[config.mk]
export PLATFORM = sky130hd
export DESIGN_NAME = csr_trap_ctrl
export DESIGN_NICKNAME = d
export VERILOG_FILES = /design/src/rtl/csr_trap_ctrl.sv
export SDC_FILE = /design/constraint.sdc
export NUM_CORES = 1
export LEC_CHECK = 0
export BUFFER_PORTS_ARGS = -buffer_cell sky130_fd_sc_hd__buf_2
export CORE_AREA = 2 2 128 130
export DETAILED_ROUTE_END_ITERATION = 6
export DIE_AREA = 0 0 130 132
export SLEW_MARGIN = 40
export SYNTH_ARGS = -nofsm -noshare
export SYNTH_HDL_FRONTEND = slang
export SYNTH_SLANG_ARGS = --single-unit
[constraint.sdc]
create_clock -name clk -period 2.75 [get_ports clk]
set_input_delay 0.1375 -clock clk [delete_from_list [all_inputs] [get_ports clk]]
set_output_delay 0.1375 -clock clk [all_outputs]
set_load 0.02 [all_outputs]
[src/rtl/csr_trap_ctrl.sv]
// Machine-mode trap sequencer: detects ECALL/EBREAK/MRET and timer interrupts, walks the
// mepc/mstatus/mcause write sequence one CSR per cycle, then redirects the PC for one cycle.
module csr_trap_ctrl (
   input  logic        clk,
   input  logic        rst,
   input  logic [31:0] inst_i,
   input  logic [31:0] inst_addr_i,
   input  logic        jump_flag_i,
   input  logic [31:0] jump_addr_i,
   input  logic        int_flag_i,
   input  logic [31:0] csr_mtvec_i,
   input  logic [31:0] csr_mepc_i,
   input  logic [31:0] csr_mstatus_i,
   input  logic [31:0] csr_mie_i,
   output logic        csr_wen_o,
   output logic [31:0] csr_waddr_o,
   output logic [31:0] csr_wdata_o,
   output logic        hold_flag_o,
   output logic        int_assert_o,
   output logic [31:0] int_addr_o
);

   localparam logic [31:0] InstEcall  = 32'h0000_0073;
   localparam logic [31:0] InstEbreak = 32'h0010_0073;
   localparam logic [31:0] InstMret   = 32'h3020_0073;

   localparam logic [31:0] CsrMstatus = 32'h0000_0300;
   localparam logic [31:0] CsrMepc    = 32'h0000_0341;
   localparam logic [31:0] CsrMcause  = 32'h0000_0342;

   localparam logic [31:0] CauseEcall  = 32'd11;
   localparam logic [31:0] CauseEbreak = 32'd3;
   localparam logic [31:0] CauseTimer  = 32'h8000_0007;

   typedef enum logic [2:0] {
      StIdle,
      StWMepc,
      StWMstatus,
      StWMcause,
      StAssert,
      StWMret,
      StMAssert
   } state_e;

   state_e      r_state;
   state_e      w_state_next;
   logic [31:0] r_cause;
   logic [31:0] r_epc;
   logic [31:0] r_mstatus;

   logic        w_is_ecall;
   logic        w_is_ebreak;
   logic        w_is_mret;
   logic        w_sync_trap;
   logic        w_int_take;
   logic        w_trap_start;
   logic [31:0] w_cause;
   logic [31:0] w_epc;
   logic        w_unused_bits;

   assign w_is_ecall  = (inst_i == InstEcall);
   assign w_is_ebreak = (inst_i == InstEbreak);
   assign w_is_mret   = (inst_i == InstMret);
   assign w_sync_trap = w_is_ecall | w_is_ebreak;

   // Any decoded trap instruction beats the interrupt; the interrupt is never latched.
   assign w_int_take   = int_flag_i & csr_mstatus_i[3] & csr_mie_i[7] & ~w_sync_trap & ~w_is_mret;
   assign w_trap_start = (r_state == StIdle) & (w_sync_trap | w_int_take);

   assign w_cause = w_is_ecall  ? CauseEcall  :
                    w_is_ebreak ? CauseEbreak : CauseTimer;
   // An interrupt taken alongside a resolved branch must resume at the branch target.
   assign w_epc   = w_sync_trap ? inst_addr_i :
                    (jump_flag_i ? jump_addr_i : inst_addr_i);

   assign w_unused_bits = ^{csr_mie_i[31:8], csr_mie_i[6:0]};

   always_ff @(posedge clk) begin
      if (rst) begin
         r_state   <= StIdle;
         r_cause   <= '0;
         r_epc     <= '0;
         r_mstatus <= '0;
      end else begin
         r_state <= w_state_next;
         if (w_trap_start) begin
            r_cause   <= w_cause;
            r_epc     <= w_epc;
            r_mstatus <= csr_mstatus_i;
         end else if ((r_state == StIdle) && w_is_mret) begin
            r_mstatus <= csr_mstatus_i;
         end
      end
   end

   always_comb begin
      w_state_next = r_state;
      csr_wen_o    = 1'b0;
      csr_waddr_o  = '0;
      csr_wdata_o  = '0;
      hold_flag_o  = 1'b0;
      int_assert_o = 1'b0;
      int_addr_o   = '0;

      case (r_state)
         StIdle: begin
            if (w_sync_trap || w_int_take) begin
               w_state_next = StWMepc;
               hold_flag_o  = 1'b1;
            end else if (w_is_mret) begin
               w_state_next = StWMret;
               hold_flag_o  = 1'b1;
            end
         end
         StWMepc: begin
            w_state_next = StWMstatus;
            hold_flag_o  = 1'b1;
            csr_wen_o    = 1'b1;
            csr_waddr_o  = CsrMepc;
            csr_wdata_o  = r_epc;
         end
         StWMstatus: begin
            w_state_next = StWMcause;
            hold_flag_o  = 1'b1;
            csr_wen_o    = 1'b1;
            csr_waddr_o  = CsrMstatus;
            // MPIE <= MIE, MIE <= 0
            csr_wdata_o  = {r_mstatus[31:8], r_mstatus[3], r_mstatus[6:4], 1'b0, r_mstatus[2:0]};
         end
         StWMcause: begin
            w_state_next = StAssert;
            hold_flag_o  = 1'b1;
            csr_wen_o    = 1'b1;
            csr_waddr_o  = CsrMcause;
            csr_wdata_o  = r_cause;
         end
         StAssert: begin
            w_state_next = StIdle;
            hold_flag_o  = 1'b1;
            int_assert_o = 1'b1;
            int_addr_o   = csr_mtvec_i;
         end
         StWMret: begin
            w_state_next = StMAssert;
            hold_flag_o  = 1'b1;
            csr_wen_o    = 1'b1;
            csr_waddr_o  = CsrMstatus;
            // MIE <= MPIE, MPIE <= 1
            csr_wdata_o  = {r_mstatus[31:8], 1'b1, r_mstatus[6:4], r_mstatus[7], r_mstatus[2:0]};
         end
         StMAssert: begin
            w_state_next = StIdle;
            hold_flag_o  = 1'b1;
            int_assert_o = 1'b1;
            int_addr_o   = csr_mepc_i;
         end
         default: w_state_next = StIdle;
      endcase

      // Reset kills any in-flight write or redirect in the same cycle.
      if (rst) begin
         csr_wen_o    = 1'b0;
         csr_waddr_o  = '0;
         csr_wdata_o  = '0;
         hold_flag_o  = 1'b0;
         int_assert_o = 1'b0;
         int_addr_o   = '0;
      end
   end

endmodule

==> metrics.md <==
| Metric | Value |
|---|---|
| Status | finished clean |
| Number of I/O pins | 327 |
| Longest Clk Path Bufs | 2 |
| Overall Global Routing Usage | 17.1% |
| Full die area | 17200 um2 |
| Fraction of the yosys area taken by sequential cells | 29.2% |
| Site row count | 46 |
| Max-cap check violation count | 0 |
| GR Util met3 | 3.45% |
| Reported leakage power | 2.84 nW |
| Flip-flop cell with the highest count after synthesis | sky130_fd_sc_hd__dfxtp_1 |
| Post-CTS Setup Repair Bufs | 0 |
| CTS tree | yes |
| Cells after Synth | 547 |
| Met2 Track Usage GR | 29.1% |
| Detailed-router iteration count before antenna repair | 6 |
| RSZ-0062 raised after global routing | no |
| Launch point of the worst hold path | csr_mstatus_i[27] |
| Final #Nets | 1014 |
| Clock-pin slew reported for the worst setup and hold paths after clock tree synthesis | 0.06 ns |
| Growth of design area from synthesis to finish | 33.9% |
| Antenna violations before repair | 0 |
| Met1 GRT Util | 22.2% |
| Worst-Skew Late Latency | 0.33 ns |
| Number of distinct library cells after synthesis | 48 |
| First-pass GRT wire length | 23300 um |
| Reg-to-Reg Start | r_state[1] |
| Clock tree skew after final layout | 0.00415 ns |
| Mean post-synth cell area | 8.78 um2 |
| Crit start category | flop |
| HPWL reported at the end of detailed placement | 11000 um |
| Min cycle time layout | 2.45 ns |
| Core region area | 15700 um2 |
| Gpl congestion | 0.774 |
| Drt first-iter violations | 235 |
| Root Driver | sky130_fd_sc_hd__clkbuf_16 |
| Worst voltage drop across the vdd grid | 0.310 mV |
| Count of flip-flops with a built-in enable after synthesis | 0 |
| Number of H-tree levels | 3 |
| Register bit count reported by yosys | 70 |
| Maximum clock rate | 408 MHz |
| Final worst setup slack | 0.296 ns |
| Initial cell density of the core | 30.6% |
| Area of the mapped netlist | 4800 um2 |
| Total Wirelength | 15000 um |
| Number of max-slew violations in the final report | 0 |
| Maximum number of pins on one net before global-route repair | 58 |
| Cts hold-fix bufs | 0 |
| Diodes inserted | 0 |
| Total CTS buffers | 9 |
| Worst hold path cell count | 3 |
| Vias after detailed routing | 4752 |
| Total power | 4.19 mW |
| Final cycle utilization of the critical path | 89.2% |
| Number of global-route vias before repair | 4630 |
| Crit Path Category | reg2out |
| Setup-failing EPs final | 0 |
| Yosys warning count | 0 |
| Depth of the worst register-to-register path | 6 |
| Slew HR | 52.3% |
| Clock sink count | 70 |
| Post-route DRC violation count | 0 |
| Class of the tightest hold or removal check | in2reg |
| Final TNS setup | 0 ns |
| Port Buf Inserts | 268 |
| Total gr overflow | 0 |
| Worst R2R Setup Slack | 0.50 ns |
| WL per Instance | 14.9 um |
| Layout cells sized above 1 | 43.5% |
| Category of the worst setup path capture point | output pin |
| ANT nets after route | 0 |
| Post-synthesis async set-or-reset flop share | 0% |
| Cell area power density | 652 nW/um2 |
| Critical path data required time | 2.61 ns |
| Actual slew at the worst max-slew pin | 0.714 ns |
| Die Y-Extent | 132 um |
| Arrival time worst endpoint | 2.32 ns |
| Vias/cell | 4.72 |
| GRT busiest layer | met2 |
| Reg-to-reg endpoint | r_epc[30] |
| Final hold vios | 0 |
| Pre-CTS WS | 0.199 ns |
| Horizontal die dimension | 130 um |
| End point of the worst hold path | r_mstatus[27] |
| Max Fanout on Critical Path | 17 |
report_power, final:
part           switching [mW]  internal, mW  leakage [nW]
sequential              0.141          1.14         0.569
combinational            1.01         0.658          2.12
clock                   0.425         0.820         0.150
total                    1.57          2.62          2.84
worst max path at each step:
stage                from               to  depth (start not counted)
3_5_place_dp   inst_i[24]         r_epc[0]                          7
6_report       r_state[0]  csr_wdata_o[31]                          6
4_1_cts        r_state[1]   csr_wdata_o[0]                          6
2_1_floorplan  inst_i[24]        r_epc[21]                          8
3_3_place_gp   inst_i[24]         r_epc[1]                          7
5_1_grt        r_state[0]  csr_wdata_o[28]                          6
per-layer routing:
metal | vias to the layer above | wire length, um
li1 | 2383 | -
met1 | 2167 | 6740
met2 | 196 | 7260
met3 | 6 | 864
met4 | 0 | 119
met5 | - | 0
layout by cell type (no fill, tap or decap), types with 3 or more instances in the layout:
cell and instances:
sky130_fd_sc_hd__nor4_1 3, sky130_fd_sc_hd__clkbuf_1 3, sky130_fd_sc_hd__clkbuf_16 9, sky130_fd_sc_hd__nor3_1 40, sky130_fd_sc_hd__conb_1 27, sky130_fd_sc_hd__dfxtp_1 70
sky130_fd_sc_hd__a211oi_2 30, sky130_fd_sc_hd__nand3_1 3, sky130_fd_sc_hd__o21ai_0 5, sky130_fd_sc_hd__inv_1 4, sky130_fd_sc_hd__a21oi_1 5, sky130_fd_sc_hd__nor2_2 3
sky130_fd_sc_hd__mux2i_1 66, sky130_fd_sc_hd__buf_12 6, sky130_fd_sc_hd__buf_2 267, sky130_fd_sc_hd__nor2_1 68, sky130_fd_sc_hd__nand2b_1 68, sky130_fd_sc_hd__nand2_1 6
sky130_fd_sc_hd__a22oi_1 61, sky130_fd_sc_hd__buf_4 9, sky130_fd_sc_hd__a211oi_1 4
per-stage QoR:
stage	std cells	cell area, um2	hold slack, ns	utilization, %
2_1_floorplan	573	4900	0.293	-
3_3_place_gp	991	6110	0.403	38.9
3_5_place_dp	991	6110	0.406	38.9
4_1_cts	1007	6430	0.0451	40.9
5_1_grt	1007	6430	0.0666	40.9
6_report	1007	6430	0.0598	40.9
cell type report:
class | count | area, um2
clock buffer | 13 | 250
inverter | 4 | 15.0
tap | 216 | 270
multi-input combinational | 419 | 2900
sequential | 70 | 1400
fill | 1637 | 9280
timing repair buffer | 282 | 1520
clock inverter | 3 | 67.6
cells by family after synthesis:
| logic type | share of synthesized area, % |
|---|---|
| other cells | 0.0781 |
| mux | 14.0 |
| compound gates | 20.6 |
| buf+inv | 13.2 |
| simple gates | 23.0 |
| flops | 29.2 |
worst max-delay path, cell delays in order, from the launching register on:
cell	delay (ns)
sky130_fd_sc_hd__dfxtp_1	0.65
sky130_fd_sc_hd__nand2_1	0.16
sky130_fd_sc_hd__o21ai_2	0.52
sky130_fd_sc_hd__buf_12	0.23
sky130_fd_sc_hd__a21oi_1	0.08
sky130_fd_sc_hd__nor2_1	0.13
sky130_fd_sc_hd__buf_2	0.19
repair_timing:
item	4_1_cts	5_1_grt
gates resized for setup	0	1
endpoints found under the hold margin	0	0
setup endpoints to repair	0	2
flip-flops by register name, indices dropped and copies added (netlist names):
signal     flops
r_epc         32
r_mstatus     32
r_cause        3
r_state        3
cells in the mapped netlist, drive strengths merged, types with 2 or more instances:
master       instances  share of area, %
nor3                40               4.2
a21boi               2              0.31
nand2                6              0.47
a21oi                5              0.52
or4                  4              0.78
nand2b              68               8.9
and2                 2              0.26
a31oi                2              0.26
a22oi               61               9.5
dlygate4sd3          2              0.42
or2                  2              0.26
clkbuf              36               4.9
mux2i               66                14
nor2                71               5.6
o21ai                6              0.63
nor4                 3              0.39
and3                 2              0.31
nand3                3              0.31
a211oi              34               8.4
dfxtp               70                29
inv                  4              0.31
buf                 41               7.3
No activity file was read; power rests on OpenSTA's default activity.
